**src/rtl/exu_issue_writeback_ctrl_if.sv**
```systemverilog
// Handshake and bus bundle between the decode side,
// the ExecutionUnit and the register-file writeback port.
interface exu_issue_writeback_ctrl_if;
    logic        iValid;
    logic        oReady;
    logic [1:0]  iExuOp;
    logic [4:0]  iDstReg;
    logic [4:0]  iSrc0Reg;
    logic [4:0]  iSrc1Reg;
    logic        iSrc0Use;
    logic        iSrc1Use;
    logic        oIssue;
    logic [1:0]  oExuOp;
    logic [31:0] iExuResult;
    logic        iZeroFlag;
    logic        iOverflowFlag;
    logic        iNegativeFlag;
    logic        oWbValid;
    logic [4:0]  oWbReg;
    logic [31:0] oWbData;
    logic [2:0]  oWbFlags;
    logic        oIllegal;

    modport master (
        output iValid, iExuOp, iDstReg, iSrc0Reg, iSrc1Reg,
        output iSrc0Use, iSrc1Use, iExuResult,
        output iZeroFlag, iOverflowFlag, iNegativeFlag,
        input  oReady, oIssue, oExuOp,
        input  oWbValid, oWbReg, oWbData, oWbFlags, oIllegal
    );

    modport slave (
        input  iValid, iExuOp, iDstReg, iSrc0Reg, iSrc1Reg,
        input  iSrc0Use, iSrc1Use, iExuResult,
        input  iZeroFlag, iOverflowFlag, iNegativeFlag,
        output oReady, oIssue, oExuOp,
        output oWbValid, oWbReg, oWbData, oWbFlags, oIllegal
    );
endinterface

```
**src/rtl/exu_issue_writeback_ctrl.sv**
```systemverilog
// Issue/writeback control for the ExecutionUnit: hazard stalls,
// per-latency in-flight tracking, unit steering and result capture.
module exu_issue_writeback_ctrl #(
    parameter int ALU_LAT = 1,
    parameter int MDU_LAT = 4,
    parameter int FPU_LAT = 3
) (
    input  logic                        iClk,
    input  logic                        iRst,
    exu_issue_writeback_ctrl_if.slave   bus
);
    localparam int MAX_LAT =
        (ALU_LAT > MDU_LAT)
            ? ((ALU_LAT > FPU_LAT) ? ALU_LAT : FPU_LAT)
            : ((MDU_LAT > FPU_LAT) ? MDU_LAT : FPU_LAT);
    localparam int DEPTH = MAX_LAT + 1;

    // Slot k holds the entry with k edges left until capture,
    // so the collision rule keeps one entry per slot.
    typedef struct packed {
        logic       valid;
        logic [1:0] unit;
        logic [4:0] dst;
    } slot_t;

    slot_t       slots [1:DEPTH];
    int          opLat;
    logic        isIllegal;
    logic        collide;
    logic        raw;
    logic        waw;
    logic        issue;
    logic [1:0]  r2Unit;

    assign isIllegal = (bus.iExuOp == 2'b11);

    // Latency of the unit addressed by the incoming op.
    always_comb begin
        opLat = 0;
        case (bus.iExuOp)
            2'b00:   opLat = ALU_LAT;
            2'b01:   opLat = MDU_LAT;
            2'b10:   opLat = FPU_LAT;
            default: opLat = 0;
        endcase
    end

    // Port-collision, RAW and WAW checks against pre-edge entries.
    always_comb begin
        collide = 1'b0;
        raw     = 1'b0;
        waw     = 1'b0;
        r2Unit  = 2'b00;
        for (int k = 1; k <= DEPTH; k++) begin
            if (slots[k].valid) begin
                if (k == opLat + 1)
                    collide = 1'b1;
                if (bus.iSrc0Use && bus.iSrc0Reg != 5'd0
                    && bus.iSrc0Reg == slots[k].dst)
                    raw = 1'b1;
                if (bus.iSrc1Use && bus.iSrc1Reg != 5'd0
                    && bus.iSrc1Reg == slots[k].dst)
                    raw = 1'b1;
                if (bus.iDstReg != 5'd0
                    && bus.iDstReg == slots[k].dst)
                    waw = 1'b1;
                if (k == 2)
                    r2Unit = slots[k].unit;
            end
        end
    end

    assign bus.oReady = ~(bus.iValid & ~isIllegal
                          & (collide | raw | waw));
    assign issue      = ~iRst & bus.iValid & bus.oReady & ~isIllegal;
    assign bus.oIssue = issue;
    assign bus.oExuOp = (issue && opLat == 1) ? bus.iExuOp : r2Unit;

    // Age all entries by one edge and insert the new op at its latency.
    always_ff @(posedge iClk or posedge iRst) begin
        if (iRst) begin
            for (int k = 1; k <= DEPTH; k++)
                slots[k] <= '0;
        end else begin
            for (int k = 1; k < DEPTH; k++)
                slots[k] <= slots[k+1];
            slots[DEPTH] <= '0;
            if (issue)
                slots[opLat] <= {1'b1, bus.iExuOp, bus.iDstReg};
        end
    end

    // Capture the shared result bus for the entry retiring this edge.
    always_ff @(posedge iClk or posedge iRst) begin
        if (iRst) begin
            bus.oWbValid <= 1'b0;
            bus.oWbReg   <= 5'd0;
            bus.oWbData  <= 32'd0;
            bus.oWbFlags <= 3'd0;
            bus.oIllegal <= 1'b0;
        end else begin
            bus.oIllegal <= bus.iValid & isIllegal;
            bus.oWbValid <= 1'b0;
            if (slots[1].valid) begin
                bus.oWbValid <= (slots[1].dst != 5'd0);
                bus.oWbReg   <= slots[1].dst;
                bus.oWbData  <= bus.iExuResult;
                bus.oWbFlags <= (slots[1].unit == 2'b00)
                    ? {bus.iOverflowFlag, bus.iZeroFlag,
                       bus.iNegativeFlag}
                    : 3'b000;
            end
        end
    end
endmodule
```
**src/flat_wrapper.sv**
```systemverilog
// flat-port wrapper written by rule: the top's interface ports become plain ports
module exu_issue_writeback_ctrl_flat 
#(
    parameter int ALU_LAT = 1,
    parameter int MDU_LAT = 4,
    parameter int FPU_LAT = 3
)
  (iClk, iRst, bus_iValid, bus_iExuOp, bus_iDstReg, bus_iSrc0Reg, bus_iSrc1Reg, bus_iSrc0Use, bus_iSrc1Use, bus_iExuResult, bus_iZeroFlag, bus_iOverflowFlag, bus_iNegativeFlag, bus_oReady, bus_oIssue, bus_oExuOp, bus_oWbValid, bus_oWbReg, bus_oWbData, bus_oWbFlags, bus_oIllegal);
  exu_issue_writeback_ctrl_if bus_i ();
  input  logic iClk;
  input  logic iRst;
  input wire logic [$bits(bus_i.iValid)-1:0] bus_iValid;
  input wire logic [$bits(bus_i.iExuOp)-1:0] bus_iExuOp;
  input wire logic [$bits(bus_i.iDstReg)-1:0] bus_iDstReg;
  input wire logic [$bits(bus_i.iSrc0Reg)-1:0] bus_iSrc0Reg;
  input wire logic [$bits(bus_i.iSrc1Reg)-1:0] bus_iSrc1Reg;
  input wire logic [$bits(bus_i.iSrc0Use)-1:0] bus_iSrc0Use;
  input wire logic [$bits(bus_i.iSrc1Use)-1:0] bus_iSrc1Use;
  input wire logic [$bits(bus_i.iExuResult)-1:0] bus_iExuResult;
  input wire logic [$bits(bus_i.iZeroFlag)-1:0] bus_iZeroFlag;
  input wire logic [$bits(bus_i.iOverflowFlag)-1:0] bus_iOverflowFlag;
  input wire logic [$bits(bus_i.iNegativeFlag)-1:0] bus_iNegativeFlag;
  output wire logic [$bits(bus_i.oReady)-1:0] bus_oReady;
  output wire logic [$bits(bus_i.oIssue)-1:0] bus_oIssue;
  output wire logic [$bits(bus_i.oExuOp)-1:0] bus_oExuOp;
  output wire logic [$bits(bus_i.oWbValid)-1:0] bus_oWbValid;
  output wire logic [$bits(bus_i.oWbReg)-1:0] bus_oWbReg;
  output wire logic [$bits(bus_i.oWbData)-1:0] bus_oWbData;
  output wire logic [$bits(bus_i.oWbFlags)-1:0] bus_oWbFlags;
  output wire logic [$bits(bus_i.oIllegal)-1:0] bus_oIllegal;
  assign bus_i.iValid = bus_iValid;
  assign bus_i.iExuOp = bus_iExuOp;
  assign bus_i.iDstReg = bus_iDstReg;
  assign bus_i.iSrc0Reg = bus_iSrc0Reg;
  assign bus_i.iSrc1Reg = bus_iSrc1Reg;
  assign bus_i.iSrc0Use = bus_iSrc0Use;
  assign bus_i.iSrc1Use = bus_iSrc1Use;
  assign bus_i.iExuResult = bus_iExuResult;
  assign bus_i.iZeroFlag = bus_iZeroFlag;
  assign bus_i.iOverflowFlag = bus_iOverflowFlag;
  assign bus_i.iNegativeFlag = bus_iNegativeFlag;
  assign bus_oReady = bus_i.oReady;
  assign bus_oIssue = bus_i.oIssue;
  assign bus_oExuOp = bus_i.oExuOp;
  assign bus_oWbValid = bus_i.oWbValid;
  assign bus_oWbReg = bus_i.oWbReg;
  assign bus_oWbData = bus_i.oWbData;
  assign bus_oWbFlags = bus_i.oWbFlags;
  assign bus_oIllegal = bus_i.oIllegal;
  exu_issue_writeback_ctrl #(.ALU_LAT(ALU_LAT), .MDU_LAT(MDU_LAT), .FPU_LAT(FPU_LAT)) u_core (.iClk(iClk), .iRst(iRst), .bus(bus_i));
endmodule
```
**config.mk**
```make
export PLATFORM = sky130hd
export DESIGN_NAME = exu_issue_writeback_ctrl_flat
export DESIGN_NICKNAME = d
export VERILOG_FILES = /design/src/rtl/exu_issue_writeback_ctrl_if.sv /design/src/rtl/exu_issue_writeback_ctrl.sv /design/src/flat_wrapper.sv
export SDC_FILE = /design/constraint.sdc
export NUM_CORES = 1
export LEC_CHECK = 0
export BUFFER_PORTS_ARGS = -buffer_cell sky130_fd_sc_hd__buf_2
export CORE_MARGIN = 5
export CORE_UTILIZATION = 50
export CTS_CLUSTER_DIAMETER = 100
export DETAILED_ROUTE_END_ITERATION = 16
export PLACE_DENSITY = 0.76
export SETUP_SLACK_MARGIN = 0.05
export SLEW_MARGIN = 20
export SYNTH_ARGS = -nofsm -noshare
export SYNTH_HDL_FRONTEND = slang
export SYNTH_SLANG_ARGS = --single-unit
```
**constraint.sdc**
```tcl
create_clock -name iClk -period 4.1 [get_ports iClk]
set_input_delay 0.82 -clock iClk [delete_from_list [all_inputs] [get_ports iClk]]
set_output_delay 0.82 -clock iClk [all_outputs]
set_load 0.03 [all_outputs]
```
# Word level (Yosys, flattened, before mapping)
# Cells that the tools add are included.
# totals
ff_bits	82
wordCells	128
# op_classes
mux	44
reduce_logical	25
order_cmp	2
n_eq_ne	24
bitwise_logic	12
n_addsub	1
# ops
operator	count
$eq 5x5->1	15
$eq 3x32->1 const A	2
$eq 4x32->1 const A	2
$bwmux 40	1
$mux 40	1
$mux 1	36
$eq 2x32->1 const A	1
$ge 32x4->1 const B	1
$lt 32x1->1 const B	1
$not 3->32	1
$demux 8 s3	1
$reduce_bool 5->1	4
$logic_and 1x1->1	19
$pmux 3 s3	1
$mux 8	1
$and 1x1->1	6
$add 3x1->4 const B	1
$eq 2x2->1 const B	2
$logic_not 2->1	2
$mux 2	2
$eq 3x1->1 const B	1
$mux 3	1
$not 1->1	3
$eq 2x1->1 const B	1
$or 1x1->1	2

# Longest topological paths before layout
# Gate-level depths: netlist (run 1).
# logic_depth
word_depth	26
mapped_depth	9
depth_no_buf	7

# Worst setup path after synthesis (run 1)
# Ideal clock, no wire load.
# synth_path
path_kind	input-to-output
start	input port bus_iSrc0Reg[2]
end	output port bus_oExuOp[0]
arrival_time_ps	3112
n_path_buf	1
path_slack_ps	168
stages	6
required_ps	3280
cell_sequence	buf_4 -> or4_1 -> o21a_1 -> a211o_4 -> nor4_1 -> mux2i_1
# synth_via
elab_chain_cells	26
elab_cells_between_ends	35
classes_between	eq/ne (5); mux (16); bitwise (6); reduce/logical (8)
# synth_lines
element	line_no	text
start: declaration	flat_wrapper.sv:15	input wire logic [$bits(bus_i.iSrc0Reg)-1:0] bus_iSrc0Reg;
$reduce_bool 5->1	exu_issue_writeback_ctrl.sv:58	if (bus.iSrc0Use && bus.iSrc0Reg != 5'd0
$logic_and 1x1->1	exu_issue_writeback_ctrl.sv:58	
$logic_and 1x1->1	exu_issue_writeback_ctrl.sv:59	&& bus.iSrc0Reg == slots[k].dst)
$mux 1	exu_issue_writeback_ctrl.sv:58	
$mux 1	exu_issue_writeback_ctrl.sv:61	if (bus.iSrc1Use && bus.iSrc1Reg != 5'd0
$mux 1	exu_issue_writeback_ctrl.sv:55	if (slots[k].valid) begin
$mux 1	exu_issue_writeback_ctrl.sv:58	
$mux 1	exu_issue_writeback_ctrl.sv:61	
[... 8 more ...]	--	
$mux 1	exu_issue_writeback_ctrl.sv:61	
$mux 1 *	exu_issue_writeback_ctrl.sv:55	
$or 1x1->1 * (2 in series)	exu_issue_writeback_ctrl.sv:74	& (collide | raw | waw));
$and 1x1->1 *	exu_issue_writeback_ctrl.sv:74	
$not 1->1 *	exu_issue_writeback_ctrl.sv:73	assign bus.oReady = ~(bus.iValid & ~isIllegal
$and 1x1->1 * (2 in series)	exu_issue_writeback_ctrl.sv:75	assign issue = ~iRst & bus.iValid & bus.oReady & ~isIllegal;
$logic_and 1x1->1 *	exu_issue_writeback_ctrl.sv:77	assign bus.oExuOp = (issue && opLat == 1) ? bus.iExuOp : r2Unit;
$mux 2 *	exu_issue_writeback_ctrl.sv:77	
end: declaration	flat_wrapper.sv:25	output wire logic [$bits(bus_i.oExuOp)-1:0] bus_oExuOp;
# Mark *: on every way between the ends. The rest lies on a longest branch, timed or not.

# Worst setup path after layout (run 1)
# layout_path
start	input port bus_iSrc0Reg[1]
end	output port bus_oExuOp[0]
# The elaborated chain is that of the path after synthesis.

==> results.sh, run 1 <==
export IMPL_status="completed"
export IMPL_drv_cap=0
export IMPL_ys_dominant_reg_cell="dfrtp_1"
export IMPL_cts_made_buffers=9
export IMPL_postCtsSetupRepairBufs=0
export IMPL_antenna_found_initial=0
export IMPL_start_util_pct=51.3
export IMPL_drc=0
export IMPL_tns_ns=0
export IMPL_htreeDepth=3
export IMPL_cp_required_ns=3.28
export IMPL_avgSynthCellArea_um2=12.1
export IMPL_leakage_nw=2.41
export IMPL_use_met3_pct=3.72
export IMPL_tightestPinTransition_ns=0.983
export IMPL_synthAdderAreaFrac_pct=1.79
export IMPL_min_period_ns=3.85
export IMPL_ant_nets=0
export IMPL_routed_wl_um=9680
export IMPL_nets=496
export IMPL_synth_simple_area_share_pct=10.8
export IMPL_yosysUniqueCellTypes=35
export IMPL_dp_cells=527
export IMPL_placement_rows=33
export IMPL_wire_per_inst_um=17.8
export IMPL_hold_buffers=0
export IMPL_cts_root_buf="clkbuf_8"
export IMPL_rr_worst_depth=5
export IMPL_synth_nets=410
export IMPL_grt_pass1_wl_um=15300
export IMPL_grt_max_degree=61
export IMPL_slew_headroom_pct=34.5
export IMPL_grt_use_met2_pct=32.8
export IMPL_rsz0062_at_grt="false"
export IMPL_max_freq_mhz=260
export IMPL_dr_first_iter_drc_count=132
export IMPL_whs_path_depth=0
export IMPL_synth_area_mux_share_pct=16.1
export IMPL_port_buffers=102
export IMPL_clock_skew_final_ns=0.0110
export IMPL_cp_max_fo=6
export IMPL_report_final_slew_viol_count=0
export IMPL_grt_pass1_vias=2959
export IMPL_post_drt_via_cell_ratio=5.28
export IMPL_ctsResizeCount=0
export IMPL_crit_type="input pin to primary output"
export IMPL_top_usage_layer="met2"
export IMPL_synthArstFlopShare_pct=100
export IMPL_ios=103
export IMPL_syn_inst=347
export IMPL_endpoint_kind="primary output"
export IMPL_synth_xor_xnor_area_share_pct=15.7
export IMPL_dp_hpwl_um=7360
export IMPL_clock_sinks=82
export IMPL_crit_arrival_ns=3.03
export IMPL_hp_class="flop to flop"
export IMPL_start_kind="input pin"
export IMPL_core_um2=8180
export IMPL_synth_compound_area_share_pct=2.69
export IMPL_clk_pin_slew_ns=0.09
export IMPL_drtPass1Iterations=4
export IMPL_drive_above_1_share_pct=44.7
export IMPL_synth_edf_count=0
export IMPL_finalNonFillerCells=543
export IMPL_timing_final_hold_violations=0
export IMPL_clkLatencyLatePin_ns=0.36
export IMPL_ys_seq_area_share_pct=49.0
export IMPL_gp_congestion=0.926
export IMPL_r2r_setup_slack_ns=1.31
export IMPL_syn_area_um2=4190
export IMPL_num_vias=2865
export IMPL_grt_total_usage_pct=19.4
export IMPL_ys_seq_elements=82
export IMPL_use_met1_pct=24.7
export IMPL_tritoncts="yes"
export IMPL_irDropWorstVdd_v=0.000178
export IMPL_synth_top_family_by_area="multiplexers"
export IMPL_yosysWarnings=0
export IMPL_clock_path_buffers=2
export IMPL_fin_crit_sh_pct=93.9
export IMPL_num_antenna_cells=0
export IMPL_chipHeight_um=102
export IMPL_die_x_um=102
export IMPL_setup_viol=0
export IMPL_grt_ovfl_total=0
export IMPL_die_area_um2=10300
export IMPL_area_growth_pct=17.1
export IMPL_powerDensity_nw_per_um2=452
==> cell usage after synthesis (3+ instances only) <==
cell type / n / area [µm²]
or2_2: 4 / 25.0
mux2_2: 57 / 642
o21a_1: 3 / 22.5
or4_1: 4 / 30.0
dfrtp_1: 82 / 2050
inv_1: 6 / 22.5
nand4_1: 4 / 25.0
clkbuf_1: 14 / 52.6
o21ai_0: 4 / 20.0
buf_1: 5 / 18.8
buf_2: 8 / 40.0
ha_1: 6 / 75.1
nor2_1: 3 / 11.3
nand3_1: 16 / 80.1
and3_2: 6 / 45.0
nor4_1: 12 / 75.1
xor2_1: 44 / 385
xnor2_1: 31 / 272
nand2_1: 14 / 52.6
nor4_4: 3 / 63.8
==> placed cells by master, fill, tap and decap left out <==
master      instances
buf_2             102
dfrtp_1            81
mux2_2             57
xor2_1             44
xnor2_1            31
nand3_1            16
nand2_1            14
nor4_1             12
clkbuf_8            9
and3_2              6
ha_1                6
inv_1               5
or4_1               4
or2_2               4
o21ai_0             4
nand4_1             4
o21a_1              3
nor2_1              3
nor4_4              3
inv_8               3
buf_4               3
a22oi_1             2
o22ai_1             2
mux2i_1             2
and3_1              2
and2_1              2
inv_6               2
clkinvlp_4          2
nor3_1              1
a211o_4             1
o22a_1              1
and4b_1             1
nand2b_1            1
a21o_1              1
o21ai_2             1
mux2_4              1
inv_4               1
dfrtp_2             1
==> report_power, final <==
group | leakage (nW) | switching, W | internal (W)
clock | 0.0922 | 0.000326 | 0.000237
sequential | 1.06 | 0.0000832 | 0.000933
combinational | 1.26 | 0.000404 | 0.000234
==> final timing paths <==
path | to | start
worst max-delay path | bus_oExuOp[0] | bus_iSrc0Reg[1]
worst min-delay path | u_core.slots[30]$_DFF_PP0_ | u_core.slots[22]$_DFF_PP0_
worst max register to register | u_core.slots[10]$_DFF_PP0_ | u_core.slots[39]$_DFF_PP0_
worst min register to register | u_core.slots[30]$_DFF_PP0_ | u_core.slots[22]$_DFF_PP0_
max in group asynchronous | u_core.slots[25]$_DFF_PP0_ | iRst
min in group asynchronous | u_core.bus.oWbFlags[1]$_DFFE_PP0P_ | iRst
==> per-layer routing <==
| metal | up-vias | part of all wire [%] |
|---|---|---|
| met5 | - | 0 |
| met4 | 0 | 1.7 |
| met3 | 14 | 5.8 |
| met2 | 78 | 53 |
| met1 | 1419 | 40 |
| li1 | 1354 | - |
==> cells by family after synthesis <==
logic type | count (synthesis)
AOI/OAI and AO/OA | 15
xor gates and xnor gates | 75
adders and majority gates | 6
buffers and inverters | 36
DFF | 82
muxes | 60
and+or+nand+nor | 73
==> critical path: stages <==
cell	delay, ns
buf_2	0.16
or4_1	0.53
o21a_1	0.21
a211o_4	0.38
nor4_1	0.34
buf_4	0.18
mux2i_1	0.18
buf_2	0.23
==> area by class of cell <==
cell class | instances | area (µm²)
Clock inverter | 7 | 66.3
Fill cell | 684 | 3270
Sequential cell | 82 | 2050
Clock buffer | 9 | 124
Multi-Input combinational cell | 229 | 1980
Inverter | 6 | 25.0
Timing Repair Buffer | 105 | 533
Tap cell | 105 | 131
==> per-stage QoR <==
step / setup WS, ns / area [µm²] / total power, W / utilization [%] / hold slack [ns]
5_1_grt: 0.0782 / 4910 / 0.00232 / 60.0 / 0.361
3_5_place_dp: 0.248 / 4720 / 0.00168 / 57.7 / 0.336
6_report: 0.248 / 4910 / 0.00222 / 60.0 / 0.352
3_3_place_gp: 0.254 / 4720 / 0.00166 / 57.7 / 0.332
4_1_cts: 0.224 / 4910 / 0.00224 / 60.0 / 0.349
2_1_floorplan: 0.168 / 4190 / 0.00147 / - / 0.405
==> flip-flops by register name (all words and copies together), names as in the netlist <==
name / count
u_core.bus.oWbReg: 5
u_core.bus.oWbData: 32
u_core.bus.oWbValid: 1
u_core.bus.oWbFlags: 3
u_core.slots: 40
u_core.bus.oIllegal: 1
(Power assumes the default switching activity.)
==> run 2, diff against run 1 <==
--- a/config.mk
+++ b/config.mk
@@ -5,12 +5,13 @@
 export SDC_FILE = /design/constraint.sdc
 export NUM_CORES = 1
 export LEC_CHECK = 0
+export ABC_AREA = 1
 export BUFFER_PORTS_ARGS = -buffer_cell sky130_fd_sc_hd__buf_2
 export CORE_MARGIN = 5
 export CORE_UTILIZATION = 50
 export CTS_CLUSTER_DIAMETER = 100
 export DETAILED_ROUTE_END_ITERATION = 16
-export PLACE_DENSITY = 0.76
+export PLACE_DENSITY = 0.74
 export SETUP_SLACK_MARGIN = 0.05
 export SLEW_MARGIN = 20
 export SYNTH_ARGS = -nofsm -noshare
==> run 2 against run 1 <==
Net effect:
- global-route usage grew 2.1 points
- sequential power hardly changed
- total power is 5.4% higher
- wire length grew 27%
- critical path type unchanged
- final cell count increased by 54%
- sequential cell count did not move
- sequential share of layout area down 5.0 points
- synthesized cell count grew 78%
- critical path depth up 6
- via count up 50%
- clock power is 20% higher
==> results.sh, run 2 <==
export IMPL_crit_type="input pin to primary output"
export IMPL_yosysWarnings=0
export IMPL_leakage_nw=2.99
export IMPL_cts_made_buffers=9
export IMPL_dr_first_iter_drc_count=319
export IMPL_crit_buf_inv=5
export IMPL_slowest_stage="ha_1"
export IMPL_p_switching_w=0.000853
export IMPL_reg_top3="u_core.slots x40, u_core.bus.oWbData x32, u_core.bus.oWbReg x5"
export IMPL_ys_seq_elements=82
export IMPL_clock_path_buffers=2
export IMPL_fin_crit_sh_pct=83.7
export IMPL_start_kind="input pin"
export IMPL_synthTopCellsByCount="nand2_1 (199), dfrtp_1 (82), nor2_1 (55)"
export IMPL_synth_top_area_cell="dfrtp_1"
export IMPL_clock_sinks=82
export IMPL_combPwrFrac_pct=28.3
export IMPL_clk_pin_slew_ns=0.09
export IMPL_fill_cells=892
export IMPL_crit_top_cell="nand2_1"
export IMPL_whs_path_depth=0
export IMPL_crit_start="bus_iExuOp[0]"
export IMPL_avgSynthCellArea_um2=7.90
export IMPL_max_stage_delay_ns=0.22
export IMPL_r2r_setup_slack_ns=1.43
export IMPL_gp_congestion=0.873
export IMPL_die_x_um=109
export IMPL_cp_top_family="buffers and inverters"
export IMPL_area_growth_pct=14.3
export IMPL_cts_root_buf="clkbuf_8"
export IMPL_hp_class="flop to flop"
export IMPL_dp_hpwl_um=9130
export IMPL_synth_area_leaders="dfrtp_1 (42%), nand2_1 (15%), xor2_1 (5.6%)"
export IMPL_crit_arrival_ns=2.61
export IMPL_hold_buffers=0
export IMPL_num_vias=4286
export IMPL_grt_max_degree=57
export IMPL_tns_ns=0
export IMPL_layout_commonest_cell="nand2_1"
export IMPL_drtPass1Iterations=5
export IMPL_largest_reg_flops=40
export IMPL_worstReg2RegEnd="u_core.slots[11]$_DFF_PP0_"
export IMPL_antenna_found_initial=0
export IMPL_core_um2=9640
export IMPL_synth_edf_count=0
export IMPL_timing_rr_start="u_core.slots[39]$_DFF_PP0_"
export IMPL_wire_per_inst_um=14.7
export IMPL_num_antenna_cells=0
export IMPL_ys_seq_area_share_pct=42.1
export IMPL_rr_worst_depth=11
export IMPL_p_int_w=0.00148
export IMPL_yosysUniqueCellTypes=31
export IMPL_ant_nets=0
export IMPL_placement_rows=36
export IMPL_nets=760
export IMPL_min_period_ns=3.43
export IMPL_setup_viol=0
export IMPL_post_drt_via_cell_ratio=5.13
export IMPL_worstPathCellList="buf_2 > inv_1 > ha_1 > buf_4 > inv_1 > o22ai_1 > nor2_1 > nand2_1 > a21oi_1 > nand2_1 > nor2_1 > nand4_1 > nand2_1 > buf_2"
export IMPL_postCtsSetupRepairBufs=0
export IMPL_p_sw_share_pct=36.5
export IMPL_synth_nets=680
export IMPL_die_area_um2=11800
export IMPL_ys_dominant_reg_cell="dfrtp_1"
export IMPL_syn_area_um2=4880
export IMPL_clkLatencyLatePin_ns=0.36
export IMPL_cp_required_ns=3.28
export IMPL_cp_max_fo=12
export IMPL_syn_inst=617
export IMPL_routed_wl_um=12300
export IMPL_grt_pass1_wl_um=20000
export IMPL_hold_ws_ns=0.352
export IMPL_chipHeight_um=109
export IMPL_ctsResizeCount=0
export IMPL_ios=103
export IMPL_slew_headroom_pct=46.8
export IMPL_mostFrequentLayoutCells="nand2_1 (199), buf_2 (102), dfrtp_1 (82)"
export IMPL_drc=0
export IMPL_irDropWorstVdd_v=0.000187
export IMPL_grt_total_usage_pct=21.4
export IMPL_timing_final_hold_violations=0
export IMPL_drv_cap=0
export IMPL_cp_depth=14
export IMPL_report_final_slew_viol_count=0
export IMPL_p_clk_share_pct=28.8
export IMPL_grt_pass1_vias=4129
export IMPL_p_seq_share_pct=42.9
export IMPL_endpoint="bus_oExuOp[1]"
export IMPL_drive_above_1_share_pct=28.3
export IMPL_start_util_pct=50.6
export IMPL_powerDensity_nw_per_um2=419
export IMPL_rsz0062_at_grt="false"
export IMPL_synthArstFlopShare_pct=100
export IMPL_port_buffers=102
export IMPL_max_freq_mhz=291
export IMPL_synth_most_common_cell="nand2_1"
export IMPL_synth_top_cell_area_share_pct=42.1
export IMPL_endpoint_kind="primary output"
export IMPL_status="completed"
export IMPL_tightestPinTransition_ns=0.798
export IMPL_tritoncts="yes"
export IMPL_top_register="u_core.slots"
export IMPL_clock_skew_final_ns=0.0123
export IMPL_grt_ovfl_total=0
export IMPL_htreeDepth=3
[run 2: cell count changes in the layout (fill, tap and decap cells not counted), sizes merged, moves of 13 or more]
cell / before / now
mux2: 58 / 0
inv: 11 / 55
nor2: 3 / 60
nand2: 14 / 220
xnor2: 31 / 13
nor4: 15 / 0
xor2: 44 / 31
a21oi: 0 / 16
o21ai: 5 / 45
[run 2: through the flow]
stage	setup WS (ns)	std cells	power, W	util, %	area (µm²)
after floorplan	0.942	617	0.00148	-	4880
after global placement	0.764	819	0.00166	55.5	5350
after detailed placement	0.669	819	0.00168	55.5	5350
after CTS	0.670	835	0.00236	57.8	5570
after global routing	0.460	835	0.00246	57.8	5570
final	0.667	835	0.00234	57.8	5570
[run 2: logic make-up (layout without fill, tap and decap cells)]
| kind of cell | count (synthesis) | in the layout | synth area share [%] |
|---|---|---|---|
| xor+xnor | 44 | 44 | 7.90 |
| simple gates | 319 | 319 | 28.6 |
| buf+inv | 93 | 178 | 9.52 |
| flops | 82 | 82 | 42.1 |
| mux | 10 | 10 | 2.05 |
| compound gates | 63 | 63 | 8.36 |
| fa+ha+maj | 6 | 6 | 1.54 |
[run 2: worst min-delay path by stage]
stage / from / to / slack, ns
floorplan: u_core.slots[21]$_DFF_PP0_ / u_core.slots[29]$_DFF_PP0_ / 0.40
global placement: u_core.slots[21]$_DFF_PP0_ / u_core.slots[29]$_DFF_PP0_ / 0.33
detailed placement: u_core.slots[21]$_DFF_PP0_ / u_core.slots[29]$_DFF_PP0_ / 0.34
CTS: u_core.slots[22]$_DFF_PP0_ / u_core.slots[30]$_DFF_PP0_ / 0.35
global route: u_core.slots[22]$_DFF_PP0_ / u_core.slots[30]$_DFF_PP0_ / 0.36
finish: u_core.slots[22]$_DFF_PP0_ / u_core.slots[30]$_DFF_PP0_ / 0.35
[run 2: final cells by class]
class | count | area, µm² | area share (%)
multi-input combinational | 442 | 2360 | 42.4
clock buffer | 11 | 141 | 2.54
timing repair buffer | 109 | 563 | 10.1
sequential | 82 | 2050 | 36.8
clock inverter | 5 | 85.1 | 1.53
tap | 133 | 166 | 2.99
inverter | 53 | 204 | 3.66
[run 2: power groups by stage]
stage          clock network [W]  registers, W  logic, W
2_1_floorplan                  0       0.00122  0.000266
3_3_place_gp                   0       0.00101  0.000648
3_5_place_dp                   0       0.00102  0.000665
4_1_cts                 0.000686       0.00100  0.000668
5_1_grt                 0.000721       0.00102  0.000721
6_report                0.000672       0.00100  0.000661
[run 2: per-layer routing]
metal | vias to the layer above | wire, µm | global-route usage (%)
met1 | 2051 | 5130 | 27.0
met3 | 29 | 619 | 3.79
li1 | 2057 | - | -
met4 | 0 | 299 | 8.48
met5 | - | 0 | 0
met2 | 149 | 6230 | 36.6
